`src/rtl/peak_stream_pkg.sv`:
```
// Shared types and defaults for the peak-finder sample stream.
// The frame sender and the peak finder both import this package.
package peak_stream_pkg;

  localparam int N_DEF = 16;
  localparam int K_DEF = 42;

  typedef enum logic [1:0] {
    FILL,
    ARMED,
    SEND,
    DONE
  } state_t;

  typedef logic signed [N_DEF-1:0] sample_t;

endpackage

```
`src/rtl/peak_stream_if.sv`:
```
// Sample stream between the frame sender and the peak finder.
// The sender offers send_data, out_data and last. The consumer answers with ready.
interface peak_stream_if #(
  parameter int N = 16
) ();

  logic         send_data;
  logic [N-1:0] out_data;
  logic         last;
  logic         ready;

  modport master (
    output send_data,
    output out_data,
    output last,
    input  ready
  );

  modport slave (
    input  send_data,
    input  out_data,
    input  last,
    output ready
  );

endinterface

```
`src/rtl/frame_buf.sv`:
```
// K x N frame storage for the frame sender.
// It has one synchronous write port and one combinational read port.
module frame_buf #(
  parameter int N  = 16,
  parameter int K  = 42,
  parameter int AW = $clog2(K+1)
) (
  input  logic          clk,
  input  logic          we,
  input  logic [AW-1:0] waddr,
  input  logic [N-1:0]  wdata,
  input  logic [AW-1:0] raddr,
  output logic [N-1:0]  rdata
);

  logic [N-1:0] mem [K];

  // NOTE: storage is deliberately left unreset; a frame is always rewritten before it is read.
  always_ff @(posedge clk) begin
    if (we) mem[waddr] <= wdata;
  end

  assign rdata = mem[raddr];

endmodule

```
`src/rtl/peak_frame_sender.sv`:
```
// Transmit side of the peak-finder stream: buffers one K-sample frame,
// then streams it out with a ready/send_data handshake and flags the final sample.
module peak_frame_sender
  import peak_stream_pkg::*;
#(
  parameter  int N  = N_DEF,
  parameter  int K  = K_DEF,
  localparam int CW = $clog2(K+1)
) (
  input  logic          clk,
  input  logic          rst_n,
  input  logic          wr_en,
  input  logic [N-1:0]  wr_data,
  output logic          wr_full,
  input  logic          start,
  input  logic          abort,
  peak_stream_if.master tx,
  output logic          done,
  output logic          busy,
  output logic [CW-1:0] fill_cnt
);

  localparam logic [CW-1:0] LAST_IDX = CW'(K-1);

  state_t        state_q, state_d;
  logic [CW-1:0] wr_cnt_q, wr_cnt_d;
  logic [CW-1:0] rd_idx_q, rd_idx_d;
  logic          buf_we;
  logic [N-1:0]  rd_sample;

  logic send_q, last_q, done_q, busy_q, full_q;

  frame_buf #(.N(N), .K(K), .AW(CW)) u_buf (
    .clk   (clk),
    .we    (buf_we),
    .waddr (wr_cnt_q),
    .wdata (wr_data),
    .raddr (rd_idx_q),
    .rdata (rd_sample)
  );

  // NOTE: every signal gets a default value first, so no path through this block can infer a latch.
  always_comb begin
    state_d  = state_q;
    wr_cnt_d = wr_cnt_q;
    rd_idx_d = rd_idx_q;
    buf_we   = 1'b0;

    unique case (state_q)
      FILL: begin
        if (wr_en) begin
          buf_we   = 1'b1;
          wr_cnt_d = wr_cnt_q + 1'b1;
          if (wr_cnt_q == LAST_IDX) state_d = ARMED;
        end
      end
      ARMED: begin
        if (start) begin
          state_d  = SEND;
          rd_idx_d = '0;
        end
      end
      SEND: begin
        // send_data is always high in SEND, so ready alone marks a transfer.
        if (tx.ready) begin
          if (rd_idx_q == LAST_IDX) state_d = DONE;
          else                      rd_idx_d = rd_idx_q + 1'b1;
        end
      end
      DONE: begin
        state_d  = FILL;
        wr_cnt_d = '0;
        rd_idx_d = '0;
      end
      default: state_d = FILL;
    endcase

    // Abort takes priority over any write, start or transfer on the same edge.
    if (abort) begin
      state_d  = FILL;
      wr_cnt_d = '0;
      rd_idx_d = '0;
      buf_we   = 1'b0;
    end
  end

  // NOTE: sequential state uses non-blocking assignments, so every register samples the values from before the edge.
  always_ff @(posedge clk or negedge rst_n) begin
    if (!rst_n) begin
      state_q  <= FILL;
      wr_cnt_q <= '0;
      rd_idx_q <= '0;
      send_q   <= 1'b0;
      last_q   <= 1'b0;
      done_q   <= 1'b0;
      busy_q   <= 1'b0;
      full_q   <= 1'b0;
    end else begin
      state_q  <= state_d;
      wr_cnt_q <= wr_cnt_d;
      rd_idx_q <= rd_idx_d;
      send_q   <= (state_d == SEND);
      last_q   <= (state_d == SEND) && (rd_idx_d == LAST_IDX);
      done_q   <= (state_d == DONE);
      busy_q   <= (state_d == SEND);
      full_q   <= (state_d != FILL);
    end
  end

  assign tx.send_data = send_q;
  assign tx.last      = last_q;
  assign tx.out_data  = send_q ? rd_sample : '0;
  assign done         = done_q;
  assign busy         = busy_q;
  assign wr_full      = full_q;
  assign fill_cnt     = wr_cnt_q;

endmodule

```
`src/flat_wrapper.sv`:
```
// flat-port wrapper written by rule: the top's interface ports become plain ports
module peak_frame_sender_flat import peak_stream_pkg::*;
#(
  parameter  int N  = N_DEF,
  parameter  int K  = K_DEF,
  localparam int CW = $clog2(K+1)
)
  (clk, rst_n, wr_en, wr_data, wr_full, start, abort, done, busy, fill_cnt, tx_send_data, tx_out_data, tx_last, tx_ready);
  peak_stream_if #(.N(N)) tx_i ();
  input  logic clk;
  input  logic rst_n;
  input  logic wr_en;
  input  logic [N-1:0] wr_data;
  output logic wr_full;
  input  logic start;
  input  logic abort;
  output logic done;
  output logic busy;
  output logic [CW-1:0] fill_cnt;
  output wire logic [$bits(tx_i.send_data)-1:0] tx_send_data;
  output wire logic [$bits(tx_i.out_data)-1:0] tx_out_data;
  output wire logic [$bits(tx_i.last)-1:0] tx_last;
  input wire logic [$bits(tx_i.ready)-1:0] tx_ready;
  assign tx_send_data = tx_i.send_data;
  assign tx_out_data = tx_i.out_data;
  assign tx_last = tx_i.last;
  assign tx_i.ready = tx_ready;
  peak_frame_sender #(.N(N), .K(K)) u_core (.clk(clk), .rst_n(rst_n), .wr_en(wr_en), .wr_data(wr_data), .wr_full(wr_full), .start(start), .abort(abort), .tx(tx_i), .done(done), .busy(busy), .fill_cnt(fill_cnt));
endmodule
```
`config.mk`:
```
export PLATFORM = sky130hd
export DESIGN_NAME = peak_frame_sender_flat
export DESIGN_NICKNAME = d
export VERILOG_FILES = /design/src/rtl/peak_stream_pkg.sv /design/src/rtl/peak_stream_if.sv /design/src/rtl/frame_buf.sv /design/src/rtl/peak_frame_sender.sv /design/src/flat_wrapper.sv
export SDC_FILE = /design/constraint.sdc
export NUM_CORES = 1
export LEC_CHECK = 0
export ABC_AREA = 0
export BUFFER_PORTS_ARGS = -buffer_cell sky130_fd_sc_hd__buf_2
export CORE_AREA = 3 3 207 229
export DETAILED_ROUTE_END_ITERATION = 16
export DIE_AREA = 0 0 210 232
export GPL_TIMING_DRIVEN = 0
export PLACE_DENSITY = 0.76
export SLEW_MARGIN = 0
export SYNTH_ARGS = -nofsm -noshare
export SYNTH_HDL_FRONTEND = slang
export SYNTH_SLANG_ARGS = --single-unit
```
`constraint.sdc`:
```
create_clock -name clk -period 3.5 [get_ports clk]
set_input_delay 0 -clock clk [delete_from_list [all_inputs] [get_ports clk]]
set_output_delay 0 -clock clk [all_outputs]
set_load 0.01 [all_outputs]
```
==> qor.txt <==
std cell rows -> 82
worst r2r dst -> u_core.tx.last$_DFF_PN0_
final setup TNS -> 0 ns
Setup crit end kind -> output pin
Lkg Pwr -> 9.431 nW
die area -> 0.04872 mm²
Die Ht -> 232 µm
Initial Util -> 0.5951
reg2reg setup slack -> 0.16 ns
TritonCTS clock tree -> done
crit path from -> u_core.rd_idx_q[0]$_DFF_PN0_
GP Congestion -> 0.9406
min Tclk post-route -> 3.453 ns
Clock Sinks -> 690
cell count after synthesis -> 1366
sequential element share of the synthesized area -> 0.7627
total gr overflow -> 0
Layout Cells excl Fill -> 2160
RSZ-0062 raised after global routing -> false
Seq cells post-synth -> 690
worst hold margin -> 0.05340 ns
1st-pass router iterations -> 6
DR WL/cell -> 31.29 µm
total power -> 0.01653 W
Yosys cell types -> 53
CORE AREA -> 0.04545 mm²
status -> complete, no violations
Max IR drop VDD -> 0.0003427 V
port bufs -> 46
setup violators final -> 0
Max Clock Skew -> 0.02166 ns
share of cells above drive strength 1 -> 0.2400
H-tree levels -> 3
Nets -> 1543
final core occ -> 0.6784
worst min path class -> in -> reg
CTS max path bufs -> 3
Die X -> 210 µm
EDFF count, synth -> 672
via total after detailed routing -> 14561
largest net degree at the start of global routing -> 43
HPWL after DPL -> 42220 µm
vias per cell -> 6.741
max-capacitance violation count -> 0
syn nets -> 1392
DRC errors left -> 0
reg2reg path depth -> 10
reg2reg start -> u_core.rd_idx_q[1]$_DFF_PN0_
first-pass GRT wire length -> 96790 µm
CP Data Required Time -> 3.50 ns
antenna violations before repair -> 2
GRT Total Usage -> 0.2797
Netlist Area Pre-Place -> 0.02705 mm²
area delta synth->final -> 13.99%
CTS Buf Count -> 68
vias in the first global route -> 14250
syn_area_per_cell -> 19.80 µm²
Synth async-reset ratio -> 0.02609
later-pin clock latency in the skew report -> 0.61 ns
Max Slew Vio Count -> 0
commonest non-fill, non-tap cell in the layout -> edfxtp_1
dpl cells -> 2028
Worst Path Arrival -> 3.45 ns
post-route ant nets -> 0
drt total wl -> 67580 µm
Critical Path Fanout Max -> 10
Synth Warn # -> 0
Crit Path Class -> reg -> out
clock-pin slew on the worst setup and hold paths -> 0.06 ns
most frequent cells in the layout -> edfxtp_1 (672), mux2i_1 (127), mux4_2 (111)
final hold violations -> 0
Critical Path Start Type -> flop
io pins -> 49
PwrDens -> 536.1 mW/mm²
slew margin rel. -> 0.2965
period utilization -> 0.9865
CP Capture Point -> tx_out_data[11]
FMAX -> 0.2896 GHz
initial DRC count -> 2047
Post-synth top flop -> edfxtp_1
worst-margin pin slew -> 1.052 ns
root buffer cell -> clkbuf_16
## cell type report
cell class / instances / area, µm²
Inverter: 6 / 22.52
Clock inverter: 37 / 371.6
Sequential cell: 690 / 20630
Multi-Input combinational cell: 586 / 6051
Antenna cell: 1 / 2.502
Tap cell: 588 / 735.7
Timing Repair Buffer: 81 / 703.2
Buffer: 84 / 503.0
Clock buffer: 87 / 1815
Fill cell: 2782 / 14620
## worst max-delay path, cell delays in order (launching register included)
cell and delay [ns]:
dfrtp_1 0.41, buf_6 0.19, buf_8 0.20, buf_6 0.22
buf_4 0.28, mux2i_1 0.24, o22ai_1 0.16, a211oi_1 0.37
nand2_1 0.24, a32o_1 0.38, buf_2 0.16
## how the worst min path moves through the flow
stage / start / end / depth (start not counted)
3_5_place_dp: rst_n / u_core.done$_DFF_PN0_ / 1
4_1_cts: wr_data[14] / u_core.u_buf.mem[14][14]$_DFFE_PP_ / 1
6_report: wr_data[14] / u_core.u_buf.mem[14][14]$_DFFE_PP_ / 1
3_3_place_gp: rst_n / u_core.wr_full$_DFF_PN0_ / 1
2_1_floorplan: rst_n / u_core.busy$_DFF_PN0_ / 0
5_1_grt: wr_data[14] / u_core.u_buf.mem[14][14]$_DFFE_PP_ / 1
## what timing repair did
| item | in CTS | in global routing |
|---|---|---|
| hold buffers | 7 | 0 |
| hold endpoints to repair | 31 | 0 |
| endpoints found under the setup margin | 8 | 10 |
| resized for setup | 6 | 14 |
| setup buffers | 0 | 0 |
## cells in the mapped netlist (2+ instances only)
cell type	instances	area share
nand4_1	2	0.00046
clkbuf_1	41	0.0057
nor2b_1	26	0.0060
o22ai_1	18	0.0042
o221ai_1	16	0.0052
buf_6	7	0.0029
o211ai_1	2	0.00055
buf_4	13	0.0036
mux4_2	111	0.092
a21oi_1	37	0.0068
ha_1	4	0.0019
nand3_1	5	0.00092
buf_2	12	0.0022
dfrtp_1	18	0.017
and2_1	2	0.00046
mux2i_1	128	0.047
a211oi_1	32	0.0089
buf_12	3	0.0022
nand3b_1	2	0.00055
a32o_1	16	0.0059
nor3_1	6	0.0011
buf_1	7	0.00097
o21ai_1	2	0.00037
nand2b_1	5	0.0012
o21ai_0	35	0.0065
a22oi_1	4	0.0011
edfxtp_1	672	0.75
nand2_1	37	0.0051
a221oi_1	16	0.0052
inv_1	6	0.00083
nor2_1	59	0.0082
## routing by layer
| layer | share of wire | up-vias | GRT usage |
|---|---|---|---|
| met3 | 0.10 | 166 | 0.04540 |
| met1 | 0.36 | 7480 | 0.3813 |
| met4 | 0.048 | 2 | 0.1326 |
| li1 | - | 5939 | - |
| met5 | 0.00028 | - | 0 |
| met2 | 0.49 | 974 | 0.4508 |
## flip-flops by register name, summed over array words and instances, names as in the netlist
signal            cells
u_core.done           1
u_core.wr_full        1
u_core.tx.last        1
u_core.busy           1
u_core.state_q        2
u_core.rd_idx_q       6
u_core.u_buf.mem    672
u_core.fill_cnt       6
## kinds of logic (layout without fill, tap and decap cells)
kind of cell | Yosys count | after routing | synth area share
mux | 240 | 240 | 0.1408
xor+xnor | 2 | 2 | 0.0006477
other cells | 0 | 1 | 0
fa+ha+maj | 4 | 4 | 0.001850
compound gates | 190 | 190 | 0.04880
buf+inv | 90 | 295 | 0.01901
simple gates | 150 | 150 | 0.02627
flops | 690 | 690 | 0.7627
## power by group
| group | switching, W | leakage (nW) | internal (W) |
|---|---|---|---|
| combinational | 0.000211 | 2.07 | 0.0000375 |
| sequential | 0.00000786 | 6.29 | 0.00908 |
| clock | 0.00299 | 1.07 | 0.00420 |
| total | 0.00321 | 9.43 | 0.0133 |
## metrics by stage
stage / setup slack, ns / area, µm²
4_1_cts: 0.003419 / 30780
2_1_floorplan: 0.6771 / 27050
3_5_place_dp: 0.06689 / 28510
5_1_grt: 0.002128 / 30830
3_3_place_gp: -0.3041 / 28020
6_report: 0.04729 / 30830
Power figures use the tool's default switching activity.
